$ cat config.mk
export PLATFORM = sky130hd
export DESIGN_NAME = phy_rx_deser
export DESIGN_NICKNAME = d
export VERILOG_FILES = /design/src/rtl/phy_rx_deser.sv
export SDC_FILE = /design/constraint.sdc
export NUM_CORES = 1
export LEC_CHECK = 0
export ABC_AREA = 0
export BUFFER_PORTS_ARGS = -buffer_cell sky130_fd_sc_hd__buf_2
export CAP_MARGIN = 20
export CORE_MARGIN = 2
export CORE_UTILIZATION = 50
export CTS_CLUSTER_DIAMETER = 200
export CTS_CLUSTER_SIZE = 12
export DETAILED_ROUTE_END_ITERATION = 6
export GPL_TIMING_DRIVEN = 0
export PLACE_DENSITY = 0.72
export SLEW_MARGIN = 40
export SYNTH_ARGS = -nofsm -noshare
export SYNTH_HDL_FRONTEND = slang
export SYNTH_SLANG_ARGS = --single-unit
$ cat constraint.sdc
create_clock -name clk_32f -period 1.8 [get_ports clk_32f]
set_input_delay 0.09 -clock clk_32f [delete_from_list [all_inputs] [get_ports clk_32f]]
set_output_delay 0.09 -clock clk_32f [all_outputs]
set_load 0.05 [all_outputs]
$ cat src/rtl/phy_rx_deser.sv
// phy_rx_deser: serial-to-byte receiver with comma-based byte alignment.
//
// A 1-bit MSB-first stream is shifted in every clk_32f cycle. The FSM hunts for the
// comma byte BC at any bit offset (SEARCH), confirms LOCK_CNT consecutive aligned
// commas (SYNCING), then deserialises bytes (LOCKED). In LOCKED every byte boundary
// advances a 4-lane round-robin index; non-comma bytes are written to the current
// lane and strobed, comma bytes only consume the lane slot.
//
// Ports:
//   clk_32f        - bit clock, rising edge
//   reset          - asynchronous active-high reset
//   data_in        - serial data, MSB first
//   resync         - synchronous pulse, forces a return to SEARCH
//   data_out_0..3  - last byte received on each lane (held until rewritten)
//   valid_out_0..3 - one-cycle strobe per lane, at most one high at a time
//   active         - high while LOCKED
//   rx_byte_cnt    - (only with PHY_RX_BYTE_CNT_EN) count of strobed bytes, wraps
//
// Optional feature macro: PHY_RX_BYTE_CNT_EN adds rx_byte_cnt.
module phy_rx_deser #(
  parameter logic [7:0]  BC       = 8'hBC,
  parameter int unsigned LOCK_CNT = 4
) (
  input  logic        clk_32f,
  input  logic        reset,
  input  logic        data_in,
  input  logic        resync,
  output logic [7:0]  data_out_0,
  output logic [7:0]  data_out_1,
  output logic [7:0]  data_out_2,
  output logic [7:0]  data_out_3,
  output logic        valid_out_0,
  output logic        valid_out_1,
  output logic        valid_out_2,
  output logic        valid_out_3,
`ifdef PHY_RX_BYTE_CNT_EN
  output logic [15:0] rx_byte_cnt,
`endif
  output logic        active
);

  localparam int unsigned CntW = $clog2(LOCK_CNT + 1);
  localparam logic [CntW-1:0] LockCntV = CntW'(LOCK_CNT);
  localparam logic [CntW-1:0] OneV     = CntW'(1);

  typedef enum logic [1:0] {StSearch, StSyncing, StLocked} state_e;

  state_e          state_q, state_d;
  logic [7:0]      shift_q, shift_d;
  logic [2:0]      bit_cnt_q, bit_cnt_d;
  logic [CntW-1:0] bc_cnt_q, bc_cnt_d;
  logic [1:0]      lane_idx_q, lane_idx_d;
  logic [7:0]      data_q [4];
  logic [7:0]      data_d [4];
  logic [3:0]      valid_q, valid_d;
`ifdef PHY_RX_BYTE_CNT_EN
  logic [15:0]     byte_cnt_q, byte_cnt_d;
`endif

  logic [7:0]      cand;
  logic            cand_is_bc;
  logic            boundary;
  logic [CntW-1:0] bc_cnt_inc;

  assign cand       = {shift_q[6:0], data_in};
  assign cand_is_bc = (cand == BC);
  // The 8th bit of an aligned byte is on data_in while bit_cnt sits at 7.
  assign boundary   = (bit_cnt_q == 3'd7);
  assign bc_cnt_inc = bc_cnt_q + OneV;

  // State register
  always_ff @(posedge clk_32f or posedge reset) begin
    if (reset) begin
      state_q <= StSearch;
    end else begin
      state_q <= state_d;
    end
  end

  // Next-state logic; resync outranks any byte-boundary event
  always_comb begin
    state_d = state_q;
    if (resync) begin
      state_d = StSearch;
    end else begin
      unique case (state_q)
        StSearch: begin
          if (cand_is_bc) state_d = (LockCntV == OneV) ? StLocked : StSyncing;
        end
        StSyncing: begin
          if (boundary) begin
            if (!cand_is_bc)                  state_d = StSearch;
            else if (bc_cnt_inc == LockCntV)  state_d = StLocked;
          end
        end
        StLocked: state_d = StLocked;
        default:  state_d = StSearch;
      endcase
    end
  end

  // Datapath next-state
  always_comb begin
    shift_d    = cand;
    bit_cnt_d  = bit_cnt_q;
    bc_cnt_d   = bc_cnt_q;
    lane_idx_d = lane_idx_q;
    data_d     = data_q;
    valid_d    = 4'b0000;
`ifdef PHY_RX_BYTE_CNT_EN
    byte_cnt_d = byte_cnt_q;
`endif
    if (resync) begin
      bit_cnt_d  = 3'd0;
      bc_cnt_d   = '0;
      lane_idx_d = 2'd0;
    end else begin
      unique case (state_q)
        StSearch: begin
          if (cand_is_bc) begin
            bc_cnt_d   = OneV;
            bit_cnt_d  = 3'd0;
            lane_idx_d = 2'd0;
          end
        end
        StSyncing: begin
          bit_cnt_d = bit_cnt_q + 3'd1;
          if (boundary) begin
            if (cand_is_bc) begin
              bc_cnt_d = bc_cnt_inc;
              if (bc_cnt_inc == LockCntV) lane_idx_d = 2'd0;
            end else begin
              bc_cnt_d = '0;
            end
          end
        end
        StLocked: begin
          bit_cnt_d = bit_cnt_q + 3'd1;
          if (boundary) begin
            lane_idx_d = lane_idx_q + 2'd1;
            if (!cand_is_bc) begin
              data_d[lane_idx_q]  = cand;
              valid_d[lane_idx_q] = 1'b1;
`ifdef PHY_RX_BYTE_CNT_EN
              byte_cnt_d = byte_cnt_q + 16'd1;
`endif
            end
          end
        end
        default: ;
      endcase
    end
  end

  always_ff @(posedge clk_32f or posedge reset) begin
    if (reset) begin
      shift_q    <= 8'h00;
      bit_cnt_q  <= 3'd0;
      bc_cnt_q   <= '0;
      lane_idx_q <= 2'd0;
      valid_q    <= 4'b0000;
      for (int i = 0; i < 4; i++) data_q[i] <= 8'h00;
`ifdef PHY_RX_BYTE_CNT_EN
      byte_cnt_q <= 16'd0;
`endif
    end else begin
      shift_q    <= shift_d;
      bit_cnt_q  <= bit_cnt_d;
      bc_cnt_q   <= bc_cnt_d;
      lane_idx_q <= lane_idx_d;
      valid_q    <= valid_d;
      for (int i = 0; i < 4; i++) data_q[i] <= data_d[i];
`ifdef PHY_RX_BYTE_CNT_EN
      byte_cnt_q <= byte_cnt_d;
`endif
    end
  end

  // Outputs
  always_comb begin
    active      = (state_q == StLocked);
    data_out_0  = data_q[0];
    data_out_1  = data_q[1];
    data_out_2  = data_q[2];
    data_out_3  = data_q[3];
    valid_out_0 = valid_q[0];
    valid_out_1 = valid_q[1];
    valid_out_2 = valid_q[2];
    valid_out_3 = valid_q[3];
`ifdef PHY_RX_BYTE_CNT_EN
    rx_byte_cnt = byte_cnt_q;
`endif
  end

endmodule

==> impl_metrics.json, run 1 <==
{
  "hp-class": "primary input to asynchronous set/reset pin",
  "routed_via_density": 5.83,
  "skew_ns": 0.00640,
  "nets": 249,
  "rsz0062_at_grt": "true",
  "worst_pin_slew_ns": 0.424,
  "ios": 41,
  "synth_top_area_frac": 0.565,
  "syn-num-nets": 189,
  "cts_root_buf": "clkbuf_8",
  "grt_max_degree": 38,
  "yosysTopAreaCell": "dfrtp_1",
  "drc": 0,
  "place_hpwl_mm": 3.56,
  "synth_area_leaders": "dfrtp_1 57%, mux2_2 15%, ha_1 6.4%",
  "ys_ff_latch": 53,
  "period_needed_ns": 1.83,
  "dr_wl_met3_microns": 313,
  "vias": 1667,
  "timing.rr.start": "shift_q[5]",
  "die-area_sq_um": 5260,
  "max_cap_violations": 0,
  "yosysWarningCount": 0,
  "io_buffers": 40,
  "whs_ns": 0.256,
  "wirelength_mm": 5.43,
  "syn-cell-area_sq_um": 2350,
  "relSlewSlack": 0.717,
  "worstPathRequired_ns": 2.00,
  "clkTransAtPathRegs_ns": 0.09,
  "reg2reg_depth": 4,
  "grt_overflow_total": 0,
  "status": "complete, but fails checks",
  "gp_congestion": 1.09,
  "finalHoldViolations": 0,
  "fill_cells": 314,
  "worst-endpoint-arrival_ns": 2.03,
  "grt_pass1_vias": 1718,
  "instances_no_fill": 286,
  "startpoint_type": "primary input",
  "cts_buffers": 5,
  "wl_met2_mm": 2.75,
  "firstDrtPassIters": 4,
  "ys_types": 37,
  "powerDensity_nw_per_um2": 764,
  "top_layer_used": "met4",
  "die_x_microns": 72.5,
  "worst_slack_ns": -0.0331,
  "drt-initial-drc-count": 192,
  "antenna_found_initial": 0,
  "core-area_sq_um": 4440,
  "p_leak_uw": 0.00157,
  "path_class": "primary input to flop",
  "maxSlewViolCount": 0,
  "max_freq_mhz": 546,
  "ir_worst_vdd_v": 0.000625,
  "diodes": 0,
  "initial_core_util": 0.528,
  "setup_viol": 2,
  "die_y_microns": 72.5,
  "grtUsageTotal": 0.224,
  "cts_tree": "built",
  "violations": "negative setup slack",
  "grt_first_pass_wirelength_mm": 8.69,
  "clk-insertion-delay-late_ns": 0.31,
  "yosys_most_used_dff": "dfrtp_1",
  "syn_avg_cell_area_sq_um": 13.6,
  "regToRegEndpoint": "state_q[1]",
  "htree_levels": 2,
  "drive_gt1_frac": 0.509,
  "floorplan.rows": 24,
  "route.layer.met1.wl_mm": 2.17,
  "min_period_over_period": 1.02,
  "max-clock-path-buffers": 2,
  "syn_inst": 173,
  "synth_edf_count": 0,
  "wl_per_cell_microns": 19.0,
  "ant_nets": 0,
  "cp_max_fo": 7,
  "placedCellCount": 266,
  "ys_async_sr_fraction": 1.00,
  "areaGrowthSynthToFinish_pct": 28.6,
  "final_cell_mix": "49 x dfrtp_1, 39 x buf_2, 32 x mux2_2, 8 x inv_1, 8 x ha_1",
  "cts_sinks": 53,
  "ys_seq_area_frac": 0.565,
  "ff2ff_setup_slack_ns": -0.01,
  "layout_commonest_cell": "dfrtp_1",
  "endpoint_kind": "flop"
}
-- Yosys cell counts, types with 2 or more instances --
library cell / instances
nand2_1: 5
nor2b_1: 4
a21oi_1: 7
o21ai_0: 3
o211ai_1: 3
ha_1: 12
clkbuf_1: 3
mux2i_1: 2
nand4_2: 4
dfrtp_1: 53
nand2b_1: 2
mux2_2: 32
inv_1: 11
a31o_2: 2
nand3_1: 4
nor2_1: 5
-- cell families (layout without fill, tap and decap cells) --
logic type,Yosys count,count (layout),share of synthesized area
AO/OA/AOI/OAI,25,25,0.0821
AND/OR/NAND/NOR,34,36,0.101
multiplexers,34,34,0.162
adder cells (fa/ha/maj),12,12,0.0640
XOR/XNOR,1,1,0.00373
flip-flops,53,53,0.565
buffers and inverters,14,73,0.0224
-- routing by layer --
metal  track usage  vias to the layer above
li1              -                      748
met1         0.277                      823
met2         0.355                       74
met3        0.0653                       22
met4         0.121                        0
met5             0                        -
-- per-stage QoR --
step	power (uW)	TNS (ns)	cell area, sq um	util	setup WS, ns
6_report	2310	-0.0390	3020	0.679	-0.0331
3_3_place_gp	1530	-6.97	2630	0.591	-0.136
3_5_place_dp	1560	-5.56	2650	0.596	-0.206
5_1_grt	2430	-0.241	3020	0.679	-0.0428
4_1_cts	2240	0	2880	0.648	0.00123
2_1_floorplan	1480	0	2360	-	0.00761
-- flip-flops by register name, summed over array words and instances, names as in the netlist --
| signal | flops |
|---|---|
| bc_cnt_q | 3 |
| state_q | 2 |
| valid_q | 4 |
| data_out_2 | 8 |
| lane_idx_q | 2 |
| shift_q | 7 |
| data_out_1 | 8 |
| data_out_3 | 8 |
| data_out_0 | 8 |
| bit_cnt_q | 3 |
-- power breakdown --
group	switching, uW	leakage (uW)	internal [uW]
clock network	390	0.0000445	276
registers	33.1	0.000719	1210
logic	232	0.000802	161
-- worst max-delay path by stage --
stage / startpoint / endpoint / depth (start not counted)
2_1_floorplan: state_q[0] / data_out_0[0] / 6
3_3_place_gp: state_q[0] / data_out_3[1] / 6
3_5_place_dp: state_q[0] / data_out_3[4] / 6
4_1_cts: bit_cnt_q[0] / lane_idx_q[1] / 5
5_1_grt: bc_cnt_q[0] / lane_idx_q[0] / 5
6_report: data_in / state_q[1] / 6
-- final cells by class --
class	count	area [sq um]	share of cell area
Inverter	11	46.3	0.0153
Sequential cell	53	1330	0.441
Buffer	2	17.5	0.00580
Timing Repair Buffer	52	330	0.109
Tap cell	52	65.1	0.0215
Clock inverter	3	21.3	0.00705
Multi-Input combinational cell	108	1140	0.377
Clock buffer	5	68.8	0.0228
-- critical path, cell delays in order --
cell,delay (ns)
dlygate4sd3_1,0.54
buf_4,0.17
or4b_4,0.58
o21ai_4,0.27
a21oi_1,0.13
o31a_1,0.25
-- what timing repair did --
action | CTS | global route
resized for setup | 15 | 18
endpoints found under the hold margin | 51 | 0
setup buffers | 5 | 4
setup endpoints to repair | 41 | 34
cloned | 1 | 1
pin swaps | 5 | 3
hold buffers | 2 | 0
Power figures use the tool's default switching activity.
==> run 2, diff against run 1 <==
==> constraint.sdc (replaced) <==
create_clock -name clk_32f -period 1.8 [get_ports clk_32f]
set_input_delay 0.27 -clock clk_32f [delete_from_list [all_inputs] [get_ports clk_32f]]
set_output_delay 0.27 -clock clk_32f [all_outputs]
set_load 0.05 [all_outputs]
==> impl_metrics.json, run 2 (same netlist as run 1, synthesis figures left out) <==
{
  "pwr-share-seq": 0.533,
  "die_x_microns": 72.5,
  "nets": 251,
  "final_cell_mix": "49 x dfrtp_1, 40 x buf_2, 32 x mux2_2, 9 x buf_4",
  "die_y_microns": 72.5,
  "core-area_sq_um": 4440,
  "ir_worst_vdd_v": 0.000622,
  "max_freq_mhz": 558,
  "firstDrtPassIters": 4,
  "min_period_over_period": 0.995,
  "cts_buffers": 5,
  "cts_sinks": 53,
  "internal_power_uw": 1670,
  "period_needed_ns": 1.79,
  "status": "finished clean",
  "path_class": "flop to flop",
  "skew_ns": 0.00811,
  "pre_cts_ws_ns": -0.206,
  "htree_levels": 2,
  "drive_gt1_frac": 0.525,
  "p_switching_uw": 671,
  "p_leak_uw": 0.00158,
  "relSlewSlack": 0.695,
  "clk-insertion-delay-late_ns": 0.31,
  "io_buffers": 40,
  "die-area_sq_um": 5260,
  "areaGrowthSynthToFinish_pct": 29.7,
  "cp_max_fo": 3,
  "power_frac_clock": 0.287,
  "instances_no_fill": 288,
  "grt_max_degree": 38,
  "grtUsageTotal": 0.223,
  "dr_wl_met3_microns": 324,
  "max_cap_violations": 0,
  "drc": 0,
  "hp-class": "primary input to flop",
  "worst_pin_slew_ns": 0.458,
  "cts_tree": "built",
  "layout_commonest_cell": "dfrtp_1",
  "worst-endpoint-arrival_ns": 2.00,
  "powerDensity_nw_per_um2": 768,
  "finalHoldViolations": 0,
  "worst_slack_ns": 0.00874,
  "cts_root_buf": "clkbuf_8",
  "setup_viol": 0,
  "rsz0062_at_grt": "true",
  "endpoint_kind": "flop",
  "grt_first_pass_wirelength_mm": 8.67,
  "floorplan.rows": 24,
  "antenna_found_initial": 0,
  "clkTransAtPathRegs_ns": 0.09,
  "grt_pass1_vias": 1706,
  "startpoint_type": "flop",
  "pwr-share-comb": 0.181,
  "top_layer_used": "met4",
  "p_sw_frac": 0.287,
  "initial_core_util": 0.528,
  "place_hpwl_mm": 3.56,
  "placedCellCount": 266,
  "ios": 41,
  "gp_congestion": 1.09,
  "vias": 1666,
  "route.layer.met1.wl_mm": 2.16,
  "ant_nets": 0,
  "wl_met2_mm": 2.74,
  "wirelength_mm": 5.44,
  "grt_overflow_total": 0,
  "fill_cells": 310,
  "wl_per_cell_microns": 18.9,
  "worstPathRequired_ns": 2.01,
  "routed_via_density": 5.78,
  "maxSlewViolCount": 0,
  "max-clock-path-buffers": 2,
  "diodes": 0,
  "drt-initial-drc-count": 209
}
run 2: cell count changes in the layout (fill, tap and decap cells not counted), sizes merged:
cell / before / now
buf: 50 / 53
dlygate4sd3: 2 / 1
run 2: final timing paths:
kind	from	end	slack, ns	depth (start not counted)
worst max-delay path	bc_cnt_q[0]	lane_idx_q[0]	0.009	5
worst min-delay path	data_in	shift_q[0]	0.16	1
worst max register to register	bc_cnt_q[0]	lane_idx_q[0]	0.009	5
worst min register to register	shift_q[0]	shift_q[1]	0.47	0
max in group asynchronous	reset	shift_q[5]	0.90	4
min in group asynchronous	reset	bit_cnt_q[2]	0.43	3
run 2: final cells by class:
class                   count  area, sq um  area share
multi-input cells         108         1150       0.379
clock buffers               5         68.8      0.0226
repair buffers             54          340       0.112
flip-flops and latches     53         1330       0.437
clock inverters             3         21.3     0.00698
inverters                  11         46.3      0.0152
well taps                  52         65.1      0.0214
plain buffers               2         17.5     0.00575
run 2: stage by stage:
step	total power [uW]	cell area, sq um	util	setup TNS [ns]	hold WS (ns)
after floorplan	1480	2360	-	0	0.301
after global placement	1530	2630	0.591	-16.51	0.467
after detailed placement	1560	2650	0.596	-5.56	0.223
after CTS	2240	2870	0.646	0	0.163
after global routing	2460	3050	0.685	-0.0675	0.157
final	2340	3050	0.685	0	0.161
run 2: repair_timing:
item                                   CTS  global route
setup endpoints to repair               41            34
gates resized for setup                 15            20
setup buffers                            5             7
pin swaps                                5             4
gates cloned                             1             1
hold buffers                             1             0
endpoints found under the hold margin   16             0
run 2: per-layer routing:
| metal | vias up | track usage |
|---|---|---|
| li1 | 760 | - |
| met1 | 812 | 0.277 |
| met2 | 69 | 0.353 |
| met3 | 25 | 0.0653 |
| met4 | 0 | 0.121 |
| met5 | - | 0 |
run 2: power groups by stage:
stage	combinational (uW)	sequential, uW	clock, uW
floorplan	219	1260	0
global placement	266	1270	0
detailed placement	294	1270	0
CTS	304	1250	689
global route	455	1250	753
finish	422	1250	671
run 2: worst max-delay path, stage by stage, from the launching register on:
cell,delay [ns]
dfrtp_1,0.42
ha_1,0.25
xor2_2,0.23
a41oi_4,0.15
or4_1,0.53
o311ai_1,0.09
